<file path="src/rtl/pwls_sweep_pkg.sv">
// Shared definitions for the PWL sweep unit: register map, ctrl field
// layout and frame counter sizing.
package pwls_sweep_pkg;

    // Register index within a channel (low two address bits)
    localparam logic [1:0] REG_PERIOD = 2'd0;
    localparam logic [1:0] REG_AMP    = 2'd1;
    localparam logic [1:0] REG_SWEEP  = 2'd2;
    localparam logic [1:0] REG_RSVD   = 2'd3;

    // Bit offsets of the period and amp halves of the sweep ctrl word
    localparam int P_OFS = 0;
    localparam int A_OFS = 8;

    // Widest rate field supported; narrower rates are zero-extended
    localparam int RATE_MAX_W = 6;

    // Storage slots addressable by the 4-bit channel field
    localparam int CH_SLOTS = 16;

    typedef struct packed {
        logic [RATE_MAX_W-1:0] prate;
        logic                  pdir;
        logic                  pwrap;
        logic [RATE_MAX_W-1:0] arate;
        logic                  adir;
        logic                  apingpong;
    } sweep_ctrl_t;

    // Frame counter width needed so the slowest rate still has a full mask
    function automatic int frame_cnt_bits(input int rate_bits);
        return (1 << rate_bits) - 2;
    endfunction

endpackage

</file>
<file path="src/rtl/pwls_sweep_if.sv">
// Register write port and per-cycle channel output bus of the sweep unit.
interface pwls_sweep_if #(
    parameter int PERIOD_BITS = 13,
    parameter int AMP_BITS    = 6,
    parameter int REG_BITS    = 16
);
    logic                   en;
    logic [5:0]             reg_waddr;
    logic [REG_BITS-1:0]    reg_wdata;
    logic                   reg_we;
    logic [3:0]             out_channel;
    logic [PERIOD_BITS-1:0] out_period;
    logic [AMP_BITS-1:0]    out_amp;
    logic                   out_valid;
    logic                   frame_tick;

    modport master (
        output en, reg_waddr, reg_wdata, reg_we,
        input  out_channel, out_period, out_amp, out_valid, frame_tick
    );

    modport slave (
        input  en, reg_waddr, reg_wdata, reg_we,
        output out_channel, out_period, out_amp, out_valid, frame_tick
    );
endinterface

</file>
<file path="src/rtl/pwls_sweep_step.sv">
// One +/-1 sweep step for a single value. MODE selects wrap (period) or
// ping-pong (amp) behaviour at the range ends; MODE=0 saturates.
module pwls_sweep_step
    import pwls_sweep_pkg::*;
#(
    parameter int W        = 13,
    parameter int FC_W     = 14,
    parameter bit PINGPONG = 1'b0
) (
    input  logic [W-1:0]          value,
    input  logic                  dir,
    input  logic [RATE_MAX_W-1:0] rate,
    input  logic                  mode,
    input  logic [FC_W-1:0]       frame_cnt,
    output logic [W-1:0]          next_value,
    output logic                  next_dir
);

    localparam logic [W-1:0] ONE   = 1;
    localparam logic [W-1:0] MAX_V = '1;

    logic mask_clear;
    logic do_step;

    // Rate r steps when the low r-1 frame counter bits are all zero
    always_comb begin
        mask_clear = 1'b1;
        for (int i = 0; i < FC_W; i++) begin
            if ((i + 1) < int'(rate) && frame_cnt[i]) begin
                mask_clear = 1'b0;
            end
        end
        do_step = (rate != '0) && mask_clear;
    end

    // Apply the step with the selected end-of-range behaviour
    always_comb begin
        next_value = value;
        next_dir   = dir;
        if (do_step) begin
            if (!dir) begin
                if (value == MAX_V) begin
                    if (mode && PINGPONG) begin
                        next_dir = 1'b1;
                    end else if (mode) begin
                        next_value = '0;
                    end
                end else begin
                    next_value = value + ONE;
                end
            end else begin
                if (value == '0) begin
                    if (mode && PINGPONG) begin
                        next_dir = 1'b0;
                    end else if (mode) begin
                        next_value = MAX_V;
                    end
                end else begin
                    next_value = value - ONE;
                end
            end
        end
    end

endmodule

</file>
<file path="src/rtl/pwls_sweep_unit.sv">
// Time-multiplexed sweep engine: one channel's period/amp is stepped and
// reported per enabled cycle; register writes land at any time.
module pwls_sweep_unit
    import pwls_sweep_pkg::*;
#(
    parameter int NUM_CHANNELS = 4,
    parameter int PERIOD_BITS  = 13,
    parameter int AMP_BITS     = 6,
    parameter int RATE_BITS    = 4,
    parameter int REG_BITS     = 16
) (
    input  logic         clk,
    input  logic         reset,
    pwls_sweep_if.slave  bus
);

    localparam int         FC_RAW  = frame_cnt_bits(RATE_BITS);
    localparam int         FC_W    = (FC_RAW < 1) ? 1 : FC_RAW;
    localparam logic [3:0] LAST_CH = 4'(NUM_CHANNELS - 1);
    localparam logic [4:0] NCH     = 5'(NUM_CHANNELS);
    localparam logic [FC_W-1:0] FC_ONE = 1;

    // Unpack a written ctrl word; bits outside the defined fields drop out
    function automatic sweep_ctrl_t decode_ctrl(input logic [REG_BITS-1:0] d);
        sweep_ctrl_t c;
        c = '0;
        for (int i = 0; i < RATE_BITS; i++) begin
            c.prate[i] = d[P_OFS + i];
            c.arate[i] = d[A_OFS + i];
        end
        c.pdir      = d[P_OFS + RATE_BITS];
        c.pwrap     = d[P_OFS + RATE_BITS + 1];
        c.adir      = d[A_OFS + RATE_BITS];
        c.apingpong = d[A_OFS + RATE_BITS + 1];
        return c;
    endfunction

    logic [PERIOD_BITS-1:0] period_q [CH_SLOTS];
    logic [AMP_BITS-1:0]    amp_q    [CH_SLOTS];
    sweep_ctrl_t            ctrl_q   [CH_SLOTS];
    logic [3:0]             ch_idx;
    logic [FC_W-1:0]        frame_cnt;

    logic [3:0]             out_channel_p1;
    logic [PERIOD_BITS-1:0] out_period_p1;
    logic [AMP_BITS-1:0]    out_amp_p1;
    logic                   vld_p1;
    logic                   frame_tick_p1;

    // Stage 0: current channel state and its swept successor
    logic [PERIOD_BITS-1:0] cur_period_p0;
    logic [AMP_BITS-1:0]    cur_amp_p0;
    sweep_ctrl_t            cur_ctrl_p0;
    logic [PERIOD_BITS-1:0] p_next_p0;
    logic [AMP_BITS-1:0]    a_next_p0;
    logic                   p_next_dir_p0;
    logic                   a_next_dir_p0;
    sweep_ctrl_t            ctrl_next_p0;
    logic                   last_ch_p0;

    assign cur_period_p0 = period_q[ch_idx];
    assign cur_amp_p0    = amp_q[ch_idx];
    assign cur_ctrl_p0   = ctrl_q[ch_idx];
    assign last_ch_p0    = (ch_idx == LAST_CH);

    pwls_sweep_step #(
        .W        (PERIOD_BITS),
        .FC_W     (FC_W),
        .PINGPONG (1'b0)
    ) u_period_step (
        .value      (cur_period_p0),
        .dir        (cur_ctrl_p0.pdir),
        .rate       (cur_ctrl_p0.prate),
        .mode       (cur_ctrl_p0.pwrap),
        .frame_cnt  (frame_cnt),
        .next_value (p_next_p0),
        .next_dir   (p_next_dir_p0)
    );

    pwls_sweep_step #(
        .W        (AMP_BITS),
        .FC_W     (FC_W),
        .PINGPONG (1'b1)
    ) u_amp_step (
        .value      (cur_amp_p0),
        .dir        (cur_ctrl_p0.adir),
        .rate       (cur_ctrl_p0.arate),
        .mode       (cur_ctrl_p0.apingpong),
        .frame_cnt  (frame_cnt),
        .next_value (a_next_p0),
        .next_dir   (a_next_dir_p0)
    );

    // Fold the possibly-toggled direction bits back into the ctrl word
    always_comb begin
        ctrl_next_p0      = cur_ctrl_p0;
        ctrl_next_p0.pdir = p_next_dir_p0;
        ctrl_next_p0.adir = a_next_dir_p0;
    end

    // Register write decode; out-of-range channels and reg 3 are dropped
    logic [3:0]             wr_ch;
    logic [1:0]             wr_reg;
    logic                   wr_ok;
    logic                   wr_period;
    logic                   wr_amp;
    logic                   wr_sweep;
    logic                   wr_hit;
    logic [PERIOD_BITS-1:0] wr_period_val;
    logic [AMP_BITS-1:0]    wr_amp_val;
    logic                   unused_wdata;

    assign wr_ch         = bus.reg_waddr[5:2];
    assign wr_reg        = bus.reg_waddr[1:0];
    assign wr_ok         = bus.reg_we && ({1'b0, wr_ch} < NCH) && (wr_reg != REG_RSVD);
    assign wr_period     = wr_ok && (wr_reg == REG_PERIOD);
    assign wr_amp        = wr_ok && (wr_reg == REG_AMP);
    assign wr_sweep      = wr_ok && (wr_reg == REG_SWEEP);
    assign wr_hit        = (wr_ch == ch_idx);
    assign wr_period_val = bus.reg_wdata[PERIOD_BITS-1:0];
    assign wr_amp_val    = bus.reg_wdata[AMP_BITS-1:0];
    assign unused_wdata  = ^bus.reg_wdata;

    // Stage 1: commit sweep results, advance the schedule, register outputs;
    // a register write issued later in this block overrides the sweep result
    always_ff @(posedge clk) begin
        if (reset) begin
            for (int i = 0; i < CH_SLOTS; i++) begin
                period_q[i] <= '0;
                amp_q[i]    <= '0;
                ctrl_q[i]   <= '0;
            end
            ch_idx         <= '0;
            frame_cnt      <= '0;
            out_channel_p1 <= '0;
            out_period_p1  <= '0;
            out_amp_p1     <= '0;
            vld_p1         <= 1'b0;
            frame_tick_p1  <= 1'b0;
        end else begin
            if (bus.en) begin
                period_q[ch_idx] <= p_next_p0;
                amp_q[ch_idx]    <= a_next_p0;
                ctrl_q[ch_idx]   <= ctrl_next_p0;
                ch_idx           <= last_ch_p0 ? 4'd0 : ch_idx + 4'd1;
                if (last_ch_p0) begin
                    frame_cnt <= frame_cnt + FC_ONE;
                end
                out_channel_p1 <= ch_idx;
                out_period_p1  <= (wr_period && wr_hit) ? wr_period_val : p_next_p0;
                out_amp_p1     <= (wr_amp && wr_hit) ? wr_amp_val : a_next_p0;
                vld_p1         <= 1'b1;
                frame_tick_p1  <= last_ch_p0;
            end else begin
                vld_p1        <= 1'b0;
                frame_tick_p1 <= 1'b0;
            end
            if (wr_period) begin
                period_q[wr_ch] <= wr_period_val;
            end
            if (wr_amp) begin
                amp_q[wr_ch] <= wr_amp_val;
            end
            if (wr_sweep) begin
                ctrl_q[wr_ch] <= decode_ctrl(bus.reg_wdata);
            end
        end
    end

    assign bus.out_channel = out_channel_p1;
    assign bus.out_period  = out_period_p1;
    assign bus.out_amp     = out_amp_p1;
    assign bus.out_valid   = vld_p1;
    assign bus.frame_tick  = frame_tick_p1;

endmodule

</file>
<file path="src/flat_wrapper.sv">
// flat-port wrapper written by rule: the top's interface ports become plain ports
module pwls_sweep_unit_flat import pwls_sweep_pkg::*;
#(
    parameter int NUM_CHANNELS = 4,
    parameter int PERIOD_BITS  = 13,
    parameter int AMP_BITS     = 6,
    parameter int RATE_BITS    = 4,
    parameter int REG_BITS     = 16
)
  (clk, reset, bus_en, bus_reg_waddr, bus_reg_wdata, bus_reg_we, bus_out_channel, bus_out_period, bus_out_amp, bus_out_valid, bus_frame_tick);
  pwls_sweep_if #(.PERIOD_BITS(PERIOD_BITS), .AMP_BITS(AMP_BITS), .REG_BITS(REG_BITS)) bus_i ();
  input  logic clk;
  input  logic reset;
  input wire logic [$bits(bus_i.en)-1:0] bus_en;
  input wire logic [$bits(bus_i.reg_waddr)-1:0] bus_reg_waddr;
  input wire logic [$bits(bus_i.reg_wdata)-1:0] bus_reg_wdata;
  input wire logic [$bits(bus_i.reg_we)-1:0] bus_reg_we;
  output wire logic [$bits(bus_i.out_channel)-1:0] bus_out_channel;
  output wire logic [$bits(bus_i.out_period)-1:0] bus_out_period;
  output wire logic [$bits(bus_i.out_amp)-1:0] bus_out_amp;
  output wire logic [$bits(bus_i.out_valid)-1:0] bus_out_valid;
  output wire logic [$bits(bus_i.frame_tick)-1:0] bus_frame_tick;
  assign bus_i.en = bus_en;
  assign bus_i.reg_waddr = bus_reg_waddr;
  assign bus_i.reg_wdata = bus_reg_wdata;
  assign bus_i.reg_we = bus_reg_we;
  assign bus_out_channel = bus_i.out_channel;
  assign bus_out_period = bus_i.out_period;
  assign bus_out_amp = bus_i.out_amp;
  assign bus_out_valid = bus_i.out_valid;
  assign bus_frame_tick = bus_i.frame_tick;
  pwls_sweep_unit #(.NUM_CHANNELS(NUM_CHANNELS), .PERIOD_BITS(PERIOD_BITS), .AMP_BITS(AMP_BITS), .RATE_BITS(RATE_BITS), .REG_BITS(REG_BITS)) u_core (.clk(clk), .reset(reset), .bus(bus_i));
endmodule
</file>
<file path="config.mk">
export PLATFORM = sky130hd
export DESIGN_NAME = pwls_sweep_unit_flat
export DESIGN_NICKNAME = d
export VERILOG_FILES = /design/src/rtl/pwls_sweep_pkg.sv /design/src/rtl/pwls_sweep_if.sv /design/src/rtl/pwls_sweep_step.sv /design/src/rtl/pwls_sweep_unit.sv /design/src/flat_wrapper.sv
export SDC_FILE = /design/constraint.sdc
export NUM_CORES = 1
export LEC_CHECK = 0
export BUFFER_PORTS_ARGS = -buffer_cell sky130_fd_sc_hd__buf_2
export CAP_MARGIN = 15
export CORE_MARGIN = 2
export CORE_UTILIZATION = 35
export CTS_CLUSTER_SIZE = 10
export DETAILED_ROUTE_END_ITERATION = 8
export PLACE_DENSITY = 0.5
export SKIP_LAST_GASP = 1
export SLEW_MARGIN = 20
export SYNTH_ARGS = -nofsm -noshare
export SYNTH_HDL_FRONTEND = slang
export SYNTH_SLANG_ARGS = --single-unit
</file>
<file path="constraint.sdc">
create_clock -name clk -period 10.2 [get_ports clk]
set_input_delay 0.51 -clock clk [delete_from_list [all_inputs] [get_ports clk]]
set_output_delay 0.51 -clock clk [all_outputs]
set_load 0.01 [all_outputs]
</file>
; Yosys cells after proc, flatten, opt, wreduce, memory -nomap -nowiden
; Memory sizes are Yosys's and may differ from the RTL's. A register that Yosys moved wholly into a read port is not among the register bits.
; Index checks and enable logic that the tools add are counted.
[totals]
regBits = 43
ramBits = 560
n_memories = 3
[op_classes]
n_addsub = 6
n_lt_le_gt_ge = 29
eq_ne = 7
mux = 85
n_bitwise = 1
n_reduce_logical = 50
[memory_table]
columns = name, depth, width, read_ports, rd_clocked_by_memory_dff, write_ports, line
row1 = u_core.ctrl_q, 16, 16, 1, 1, 16, pwls_sweep_unit.sv:40  ; sweep_ctrl_t ctrl_q [CH_SLOTS];
row2 = u_core.period_q, 16, 13, 1, 1, 16, pwls_sweep_unit.sv:38  ; logic [PERIOD_BITS-1:0] period_q [CH_SLOTS];
row3 = u_core.amp_q, 16, 6, 1, 1, 16, pwls_sweep_unit.sv:39  ; logic [AMP_BITS-1:0] amp_q [CH_SLOTS];
[op_table]
columns = op, count
row1 = $mux W13, 9
row2 = $lt A4 B6 Y1 const A, 14
row3 = $mux W1, 54
row4 = $mux W4, 13
row5 = $lt A3 B6 Y1 const A, 8
row6 = $mux W6, 7
row7 = $logic_and A1 B1 Y1, 37
row8 = $mux W16, 2
row9 = $reduce_or A16 Y1, 2
row10 = $reduce_or A13 Y1, 2
row11 = $lt A2 B6 Y1 const A, 4
row12 = $add A14 B1 Y14 const B, 1
row13 = $add A13 B1 Y13 const B, 1
row14 = $eq A13 B13 Y1 const B, 1
row15 = $logic_not A13 Y1, 1
row16 = $sub A13 B1 Y13 const B, 1
row17 = $lt A1 B6 Y1 const A, 2
row18 = $reduce_bool A6 Y1, 2
row19 = $reduce_or A6 Y1, 2
row20 = $add A6 B1 Y6 const B, 1
row21 = $eq A6 B6 Y1 const B, 1
row22 = $logic_not A6 Y1, 1
row23 = $sub A6 B1 Y6 const B, 1
row24 = $add A4 B1 Y4 const B, 1
row25 = 10 further kinds, 10

; Longest topological paths before layout
; Gate-level depths: netlist of run 1.
[logic_depth]
word_depth = 19
mapped_depth = 20
depth_no_buf = 13

; By module
; Synthesis of run 1 repeated with hierarchy kept, for this count alone.
[hier_totals]
cells_unflattened = 2502
hier_area_um2 = 30530.5
[modules_own_cells]
columns = module, instances, cells_each, area_each_um2, seq_area_each_um2
row1 = pwls_sweep_unit, 1, 2238, 28931.5, 17116.4
row2 = pwls_sweep_step (u_core.u_period_step), 1, 173, 1067.3, 0.0
row3 = pwls_sweep_step (u_core.u_amp_step), 1, 91, 531.8, 0.0

; Least setup slack after synthesis of run 1
; OpenSTA, ideal clock, no wires.
[synth_timing]
path_type = reg-to-reg
from = register (tool-made name)
to = memory u_core.period_q[10][10] (data pin)
setup_time_ns = 0.257
t_arrival_ns = 4.026
required_time_ns = 9.943
setup_slack_ns = 5.917
stages_incl_launch_ff = 19
n_path_buf = 5
cell_sequence = dfxtp_1 buf_6 buf_12 buf_12 buf_12 mux4_1 mux4_2 inv_1 ha_1 nand2_1 o22ai_1 nand3_1 nand2b_1 or3_1 xor2_1 nand2_1 a22oi_2 buf_2 nor2_1
[synth_rtl]
columns = item, line
row1 = "end, declared", pwls_sweep_unit.sv:38

==> results of run 1 <==
how the worst max path moves through the flow:
stage	start	end	slack [ps]	depth (start not counted)
after floorplan	flip-flop	u_core.period_q[10][10]$_DFFE_PP_	5920	18
after global placement	flip-flop	u_core.period_q[1][10]$_DFFE_PP_	3880	14
after detailed placement	flip-flop	u_core.period_q[2][5]$_DFFE_PP_	3920	11
after CTS	flip-flop	u_core.period_q[1][10]$_DFFE_PP_	3900	14
after global routing	flip-flop	u_core.period_q[1][10]$_DFFE_PP_	3440	14
final	flip-flop	u_core.period_q[2][5]$_DFFE_PP_	3930	11
power groups by stage:
stage | clock network, mW | logic [mW] | registers (mW)
2_1_floorplan | 0 | 0.623 | 2.88
3_3_place_gp | 0 | 0.891 | 2.90
3_5_place_dp | 0 | 0.901 | 2.91
4_1_cts | 2.46 | 0.903 | 2.86
5_1_grt | 2.55 | 0.961 | 2.87
6_report | 2.42 | 0.902 | 2.86
registers in the layout, summed over array words and instances (netlist names), 4 cells and up, named ones only:
name / flops
u_core.frame_cnt: 14
u_core.amp_q: 96
u_core.bus.out_period: 13
u_core.ch_idx: 4
u_core.bus.out_channel: 4
u_core.period_q: 208
u_core.bus.out_amp: 6
u_core.ctrl_q: 256
metal layers:
layer  part of all wire, %  vias to the layer above  global-route usage, %
met5                 0.044                        -                      0
met1                    44                    10071                   30.8
met2                    46                      831                   33.4
met3                   7.8                       97                   3.40
li1                      -                     8556                      -
met4                   1.6                        6                   4.80
cells by family after synthesis:
| group | Yosys count | synth area share [%] |
|---|---|---|
| adders and majority gates | 10 | 0.434 |
| and+or+nand+nor | 892 | 13.3 |
| AOI/OAI and AO/OA | 367 | 8.03 |
| xor gates and xnor gates | 21 | 0.639 |
| muxes | 203 | 14.3 |
| buffers and inverters | 232 | 3.84 |
| DFF | 607 | 59.4 |
cell usage in the layout (no fill, tap or decap), types with 6 or more instances in the layout:
cell       count
nand2b_1      10
or3_1         17
nand4_1       12
mux4_1        21
nand2_1      222
dfxtp_1      108
nand3_1       68
o211ai_1      10
and2_1         8
nor3_1        20
xnor2_1       12
nor4_1         6
a31oi_1       31
mux4_2       139
nor2_1       453
nor2b_1        9
mux2_2        15
edfxtp_1     496
xor2_1         9
a21oi_1       30
buf_2         48
ha_1          10
o21ai_1       12
clkbuf_1      30
buf_4         40
o21ai_0      190
nor2_2        12
inv_1         25
clkbuf_16     76
and3_1        24
o21a_1         6
nand3_2        7
mux2i_1       28
o21ai_2        6
metrics by stage:
stage	hold WS, ps	cell area (um2)
after global routing	260	32000
after global placement	431	29800
after CTS	209	32000
final	226	32000
after detailed placement	443	29800
after floorplan	420	28800
cell type report:
class / count / area, um2 / area share, %
antenna: 1 / 2.50 / 0.00783
clock buffer: 111 / 2080 / 6.52
clock inverter: 8 / 83.8 / 0.262
inverter: 27 / 103 / 0.321
multi-input combinational: 1493 / 10700 / 33.4
sequential: 607 / 17100 / 53.6
tap: 1070 / 1340 / 4.19
timing repair buffer: 90 / 572 / 1.79
critical path, stage by stage, from the launching register on:
cell and delay [ps]:
dfxtp_4 870, buf_4 600, mux4_2 580, mux2i_1 190, mux2_2 490, o32ai_1 170
a21boi_0 160, a2111oi_2 920, and2_1 660, o221ai_2 200, a21oi_2 850, o21ai_0 220
==> metrics.txt, run 1 <==
max_cap viols=0; synthesis-stage register bit count=~600; WL per Instance=26.4 um; Tcrit/Tclk final=about 60%; WP data arrival=6600 ps; worst r2r path cells=11; Pint=4.48 mW; via/cell ratio=5.74; Skew-Pair Late Insertion Delay=620 ps; clock share of power=39.1%; initial antenna violation count=5; Core Area=81,700 um2; Worst Tran Pin Value=1150 ps; final wirelength=about 90,000 um; Post-CTS Setup Inserts=0; port buffer count=48; Pins Over Slew Limit=0; Layout Utilization=39.1%; first-pass GRT wire length=132,000 um; largest net degree at the start of global routing=69; R2R setup slack=3930 ps; first drt pass iteration count=6; count leader, synth=edfxtp_1; setup ws final=3930 ps; number of DRC markers in iteration 0=2,218; Finished Layout Cells=roughly 3,400; clock skew=23.6 ps; GRT overflow=0; critical setup path kind=reg -> reg; Max Clock Freq=~160 MHz; NetSw=1.70 mW; H-tree levels=3; RSZ-0062 raised after global routing=no; min Tclk post-route=6270 ps; TritonCTS clock tree=done; critical path launch point type=flip-flop; Avg Synthesized Cell Area=12.4 um2; CTS Root Cell=clkbuf_16; chip height=291 um; row cnt=105; Primary FF master, synth=edfxtp_1; initial cell density of the core=approximately a third; Placed Cells=3,287; Residual DRC=0; Clock transition at path regs=60 ps; Setup Viol. Count Final=0; GRT Total Usage=21.2%; HP Start=bus_reg_wdata[6]; CTS sink count=607; Mapped Nets=2,368; post-synthesis cell type count=93; Final Power=a little over 6 mW; top cell type's share of synthesized area=51.7%; Synth Cell Area=28,800 um2; Area contributors post-synth=edfxtp_1, mux4_2, dfxtp_1; vias=19,561; pre-CTS worst setup slack=3920 ps; Filler Cell Count=7,789; status=completed; reg-to-reg endpoint=u_core.period_q[2][5]$_DFFE_PP_; Commonest cells post-synth=edfxtp_1, nor2_1, nand2_1; DIE AREA=between 80,000 and 90,000 um2; Cells after Synth=2,332; asr flop ratio synth=0%; Hold Fails Final Rpt=0; WP data required=10,530 ps; setup_tns=0 ps; Sw Ratio=27.4%; register area share after synthesis=59.4%; Syn. warnings=0; PD cells=roughly 190 nW/um2; peak supply drop=0.114 mV; Synth-to-Final Area Change=11.0%; hold_buf cts=0; Leak Pwr=~11 nW; Hold Path Stages=3; share of layout cells above drive strength 1=17.3%; TritonCTS Buffers=73; EDFF count, synth=496; IO Pins=just over 50; clock buffer depth=3; Worst Hold Path EP=u_core.bus.out_period[6]$_SDFFE_PP0P_; Synth area leader=edfxtp_1; combinational share of power=14.6%; vias in the first global route=a little under 20,000; Flop pwr share=around 46%; Slew HR=between 20% and 30%; cts repair resizes=0; Final nets=2,328; post-DP HPWL=~57,000 um; Die Width=291 um; Max FO, Critical Path=43; GPL Wtd Cong=0.820; Hold Path Class=in -> reg; endpoint class of the critical path=flip-flop; antenna-violating nets left=0
Power figures use the tool's default switching activity.
==> inputs of run 2 (changes only) <==
==> constraint.sdc (replaced) <==
create_clock -name clk -period 6.3 [get_ports clk]
set_input_delay 0.315 -clock clk [delete_from_list [all_inputs] [get_ports clk]]
set_output_delay 0.315 -clock clk [all_outputs]
set_load 0.01 [all_outputs]
==> run 2 against run 1 <==
Global-route usage about the same. Worst setup slack worse by 2800 ps. Non-clock buffer count up 30. Register-to-register slack worse by 2800 ps. Final area up 0.78%. Core utilization up 0.31 points. Maximum frequency up 21%. Critical path type unchanged. Largest cell class unchanged. Largest power group unchanged.
==> metrics.txt, run 2 (same netlist as run 1, synthesis figures left out) <==
cts repair resizes=0; top flop regs=u_core.ctrl_q x256, u_core.period_q x208, u_core.amp_q x96; max_cap viols=0; Hold Path Class=in -> reg; Residual DRC=0; min Tclk post-route=5200 ps; CTS Root Cell=clkbuf_16; final wirelength=90,100 um; CTS sink count=roughly 610; Layout Utilization=approximately two fifths; critical path launch point type=flip-flop; setup_tns=0 ps; Die Width=291 um; Skew-Pair Late Insertion Delay=620 ps; GRT overflow=0; Tcrit/Tclk final=82.6%; TritonCTS Buffers=between 70 and 80; largest net degree at the start of global routing=62; post-DP HPWL=58,000 um; clock buffer depth=3; vias in the first global route=19,499; most frequent cells in the layout=edfxtp_1, nor2_1, nand2_1, o21ai_0, mux4_2; peak supply drop=0.171 mV; GPL Wtd Cong=0.862; PD cells=312 nW/um2; Post-CTS Setup Inserts=0; clock skew=22.1 ps; WP data arrival=5540 ps; antenna-violating nets left=0; WL per Instance=26.2 um; Placed Cells=between 3,000 and 4,000; H-tree levels=3; status=completed; Hold Fails Final Rpt=0; initial antenna violation count=3; first-pass GRT wire length=132,000 um; most common cell after layout, fill and taps aside=edfxtp_1; via/cell ratio=between 5 and 6; Slew HR=28.9%; critical setup path kind=reg -> reg; port buffer count=48; Worst Tran Pin Value=1060 ps; RSZ-0062 raised after global routing=no; row cnt=105; endpoint class of the critical path=flip-flop; Setup Viol. Count Final=0; most flop-heavy register=u_core.ctrl_q; Pins Over Slew Limit=0; Max Clock Freq=between 150 and 200 MHz; initial cell density of the core=35.2%; Hold Slack=28.1 ps; Synth-to-Final Area Change=11.9%; Largest register FFs=between 200 and 300; chip height=between 200 and 300 um; Final nets=2,358; Finished Layout Cells=3,439; Final Power=10.1 mW; WP data required=6640 ps; number of DRC markers in iteration 0=2,457; Core Area=81,700 um2; first drt pass iteration count=7; TritonCTS clock tree=done; n_diodes=0; share of layout cells above drive strength 1=18.2%; IO Pins=51; Leak Pwr=10.8 nW; Max FO, Critical Path=39; vias=19,847; DIE AREA=84,600 um2; GRT Total Usage=21.2%; Clock transition at path regs=60 ps
-- run 2: changes by cell type in the layout (fill, tap and decap cells not counted), sizes merged --
cell	previous run	this run
clkbuf	111	114
buf	90	119
dlygate4sd3	0	1
clkinv	6	3
clkinvlp	0	1
inv	29	30
diode	1	0
bufinv	0	1
-- run 2: layout make-up --
class,count,area [um2]
Clock buffer,114,2040
Clock inverter,8,115
Fill cell,7744,49500
Inverter,27,103
Multi-Input combinational cell,1493,10700
Sequential cell,607,17100
Tap cell,1070,1340
Timing Repair Buffer,120,833
-- run 2: layer usage --
| layer | GRT usage [%] | wire length (um) | up-vias | part of all wire (%) |
|---|---|---|---|---|
| li1 | - | - | 8611 | - |
| met4 | 6.89 | 2540 | 4 | 2.8 |
| met2 | 32.9 | 40800 | 906 | 45 |
| met1 | 29.4 | 38700 | 10165 | 43 |
| met3 | 4.70 | 7930 | 161 | 8.8 |
| met5 | 0.624 | 81 | - | 0.090 |
-- run 2: repair_timing --
action | in CTS | in global routing
endpoints found under the setup margin | 0 | 0
hold buffers | 1 | 0
endpoints found under the hold margin | 1 | 0
-- run 2: path summary, 6_finish.rpt --
path         slack (ps)                          startpoint                                     to  depth (start not counted)
min reg2reg         460  u_core.ctrl_q[11][14]$_SDFFE_PP0P_     u_core.ctrl_q[11][14]$_SDFFE_PP0P_                          2
min                  30                    bus_reg_wdata[7]  u_core.bus.out_period[7]$_SDFFE_PP0P_                          3
max reg2reg        1100                           flip-flop        u_core.period_q[0][1]$_DFFE_PP_                         11
max                1100                           flip-flop        u_core.period_q[0][1]$_DFFE_PP_                         11
-- run 2: per-stage QoR --
stage	setup WS, ps	cell area, um2
after floorplan	2020	28800
after global placement	1200	30000
after detailed placement	1140	30000
after CTS	1130	32200
after global routing	778	32200
final	1100	32200
-- run 2: worst max-delay path, stage by stage, from the launching register on --
cell,delay [ps]
dfxtp_4,710
buf_12,390
mux4_1,650
mux4_2,640
or3_4,460
or4b_4,580
nor2_1,220
a21oi_1,100
nor2_1,150
a2111oi_2,70
a21oi_2,730
o21ai_0,160
-- run 2: where the power goes --
| part | leakage, nW | switching [mW] | internal (mW) | total [mW] |
|---|---|---|---|---|
| sequential | 5.72 | 0.0835 | 4.54 | 4.62 |
| clock | 1.03 | 1.68 | 2.27 | 3.95 |
| combinational | 4.01 | 1.02 | 0.485 | 1.50 |
| total | 10.8 | 2.78 | 7.29 | 10.1 |
==> inputs of run 3 (changes only) <==
--- a/config.mk
+++ b/config.mk
@@ -11,7 +11,7 @@
 export CORE_UTILIZATION = 35
 export CTS_CLUSTER_SIZE = 10
 export DETAILED_ROUTE_END_ITERATION = 8
-export PLACE_DENSITY = 0.5
+export PLACE_DENSITY = 0.52
 export SKIP_LAST_GASP = 1
 export SLEW_MARGIN = 20
 export SYNTH_ARGS = -nofsm -noshare
==> constraint.sdc (replaced) <==
create_clock -name clk -period 4.7 [get_ports clk]
set_input_delay 0.235 -clock clk [delete_from_list [all_inputs] [get_ports clk]]
set_output_delay 0.235 -clock clk [all_outputs]
set_load 0.01 [all_outputs]
==> run 3 against run 2 <==
Die area unchanged. First-iteration DRC count down 0.61%. Largest cell class unchanged. Routed wire length up 2.6%. Core utilization up 0.84 points. Worst setup slack worse by 890 ps.
==> metrics.txt, run 3 (same netlist as run 1, synthesis figures left out) <==
status=completed; GPL Wtd Cong=0.874; clock skew=between 40 and 50 ps; endpoint class of the critical path=flip-flop; Hold Path Class=in -> reg; Flop pwr share=44.9%; reg-to-reg endpoint=u_core.period_q[0][9]$_DFFE_PP_; Largest register FFs=around 260; critical-path cell list=buf_12 > buf_12 > mux4_2 > mux4_2 > a311oi_2 > o21ai_1 > a311o_1 > a22oi_2 > buf_4 > nand2_2 > o31a_1 > a21oi_2 > buf_12 > o21ai_0; Finished Layout Cells=3,494; critical path launch point type=flip-flop; clock share of power=39.1%; H-tree levels=3; Max FO, Critical Path=17; CP top delay family=compound AO/OA/AOI/OAI gates; max_cap viols=0; Hold Path Stages=3; largest net degree at the start of global routing=around 110; most flop-heavy register=u_core.ctrl_q; first drt pass iteration count=5; RSZ-0062 raised after global routing=no; HP Start=bus_reg_wdata[9]; GRT overflow=0; worst r2r path cells=14; vias=20,158; Max Clock Freq=roughly 220 MHz; WP data arrival=4860 ps; Crit path largest cell delay=580 ps; crit-path most repeated cell=buf_12; top flop regs=u_core.ctrl_q x256, u_core.period_q x208, u_core.amp_q x96; NetSw=3.81 mW; Final nets=2,409; Placed Cells=3,364; Hold Fails Final Rpt=0; first-pass GRT wire length=~130,000 um; Die Width=around 290 um; final wirelength=92,400 um; combinational share of power=16.1%; TritonCTS Buffers=74; Clock transition at path regs=60 ps; critical setup path kind=reg -> reg; min Tclk post-route=4490 ps; Worst Hold Path EP=u_core.bus.out_period[9]$_SDFFE_PP0P_; clock buffer depth=3; Leak Pwr=between 10 and 15 nW; PD cells=~420 nW/um2; most common cell after layout, fill and taps aside=edfxtp_1; number of DRC markers in iteration 0=around 2,400; setup_tns=0 ps; most frequent cells in the layout=edfxtp_1, nor2_1, nand2_1, o21ai_0, mux4_2; port buffer count=48; n_diodes=0; share of layout cells above drive strength 1=19.7%; post-DP HPWL=59,100 um; Layout Utilization=40.3%; Core Area=81,700 um2; Worst Tran Pin Value=1060 ps; chip height=291 um; Filler Cell Count=7,648; GRT Total Usage=~22%; CP max stage cell=mux4_2; IO Pins=51; Slew HR=29.4%; Hold Slack=68.8 ps; via/cell ratio=5.77; peak supply drop=around 0.28 mV; antenna-violating nets left=0; Tcrit/Tclk final=95.5%; TritonCTS clock tree=done; vias in the first global route=between 15,000 and 20,000; DIE AREA=84,600 um2; WP data required=5070 ps; initial antenna violation count=4; Pint=9.97 mW; Synth-to-Final Area Change=14.3%; Residual DRC=0; Sw Ratio=around 28%; CTS sink count=607; Pins Over Slew Limit=0; row cnt=around 110; WP buf/inv=4; CTS Root Cell=clkbuf_16; initial cell density of the core=a little over a third; Setup Viol. Count Final=0; WL per Instance=26.4 um; Skew-Pair Late Insertion Delay=650 ps; R2R setup slack=210 ps
## run 3: cell count changes in the layout (fill, tap and decap cells not counted), moves of 2 or more
| cell | before | now |
|---|---|---|
| dlygate4sd3_1 | 1 | 3 |
| buf_12 | 4 | 21 |
| inv_6 | 2 | 0 |
| o21ai_2 | 6 | 2 |
| inv_16 | 2 | 4 |
| buf_4 | 67 | 97 |
| clkinv_16 | 0 | 2 |
| o21ai_1 | 12 | 16 |
## run 3: layer usage
| layer | routed length [um] | track usage (%) | vias to the layer above | part of all wire [%] |
|---|---|---|---|---|
| met5 | 22 | 0 | - | 0.024 |
| met1 | 40300 | 31.1 | 10371 | 44 |
| li1 | - | - | 8720 | - |
| met3 | 7310 | 3.88 | 152 | 7.9 |
| met4 | 2360 | 6.17 | 4 | 2.6 |
| met2 | 42500 | 34.1 | 911 | 46 |
## run 3: through the flow
stage / setup WS, ps / area [um2] / total power [mW]
6_report: 211 / 32900 / 13.8
2_1_floorplan: 417 / 28800 / 7.60
4_1_cts: 119 / 32900 / 13.9
3_3_place_gp: 171 / 30600 / 8.45
5_1_grt: 20.6 / 32900 / 14.3
3_5_place_dp: 144 / 30600 / 8.49
## run 3: what timing repair did
action                                 in CTS  in global routing
endpoints found under the hold margin      14                  0
setup endpoints to repair                   0                 14
hold buffers                                3                  0
buffers inserted                            0                  0
gates resized for setup                     0                  4
## run 3: area by class of cell
cell class	instances	area [um2]	area share [%]
Tap cell	1070	1340	4.07
Multi-Input combinational cell	1493	10700	32.4
Clock inverter	13	213	0.646
Inverter	27	103	0.312
Timing Repair Buffer	170	1430	4.35
Sequential cell	607	17100	52.0
Clock buffer	114	2030	6.17
## run 3: worst max-delay path by stage
stage                          from                                 to  slack, ps  depth (start not counted)
after floorplan           flip-flop  u_core.period_q[12][10]$_DFFE_PP_        420                         18
after global placement    flip-flop    u_core.period_q[2][3]$_DFFE_PP_        170                         12
after detailed placement  flip-flop    u_core.period_q[3][3]$_DFFE_PP_        140                         12
after CTS                 flip-flop    u_core.period_q[3][3]$_DFFE_PP_        120                         12
after global routing      flip-flop      u_core.ctrl_q[1][1]$_DFFE_PP_         20                         13
final                     flip-flop    u_core.period_q[0][9]$_DFFE_PP_        210                         14
## run 3: power by group through the flow
stage / registers [mW] / logic, mW / clock network [mW]
floorplan: 6.24 / 1.35 / 0
global placement: 6.28 / 2.17 / 0
detailed placement: 6.29 / 2.20 / 0
CTS: 6.18 / 2.20 / 5.47
global route: 6.20 / 2.36 / 5.70
finish: 6.18 / 2.21 / 5.39
## run 3: worst min-delay path, delay by kind of cell
family                 cells  cell delay, ps
buffers and inverters      1             270
AOI/OAI and AO/OA          2             180
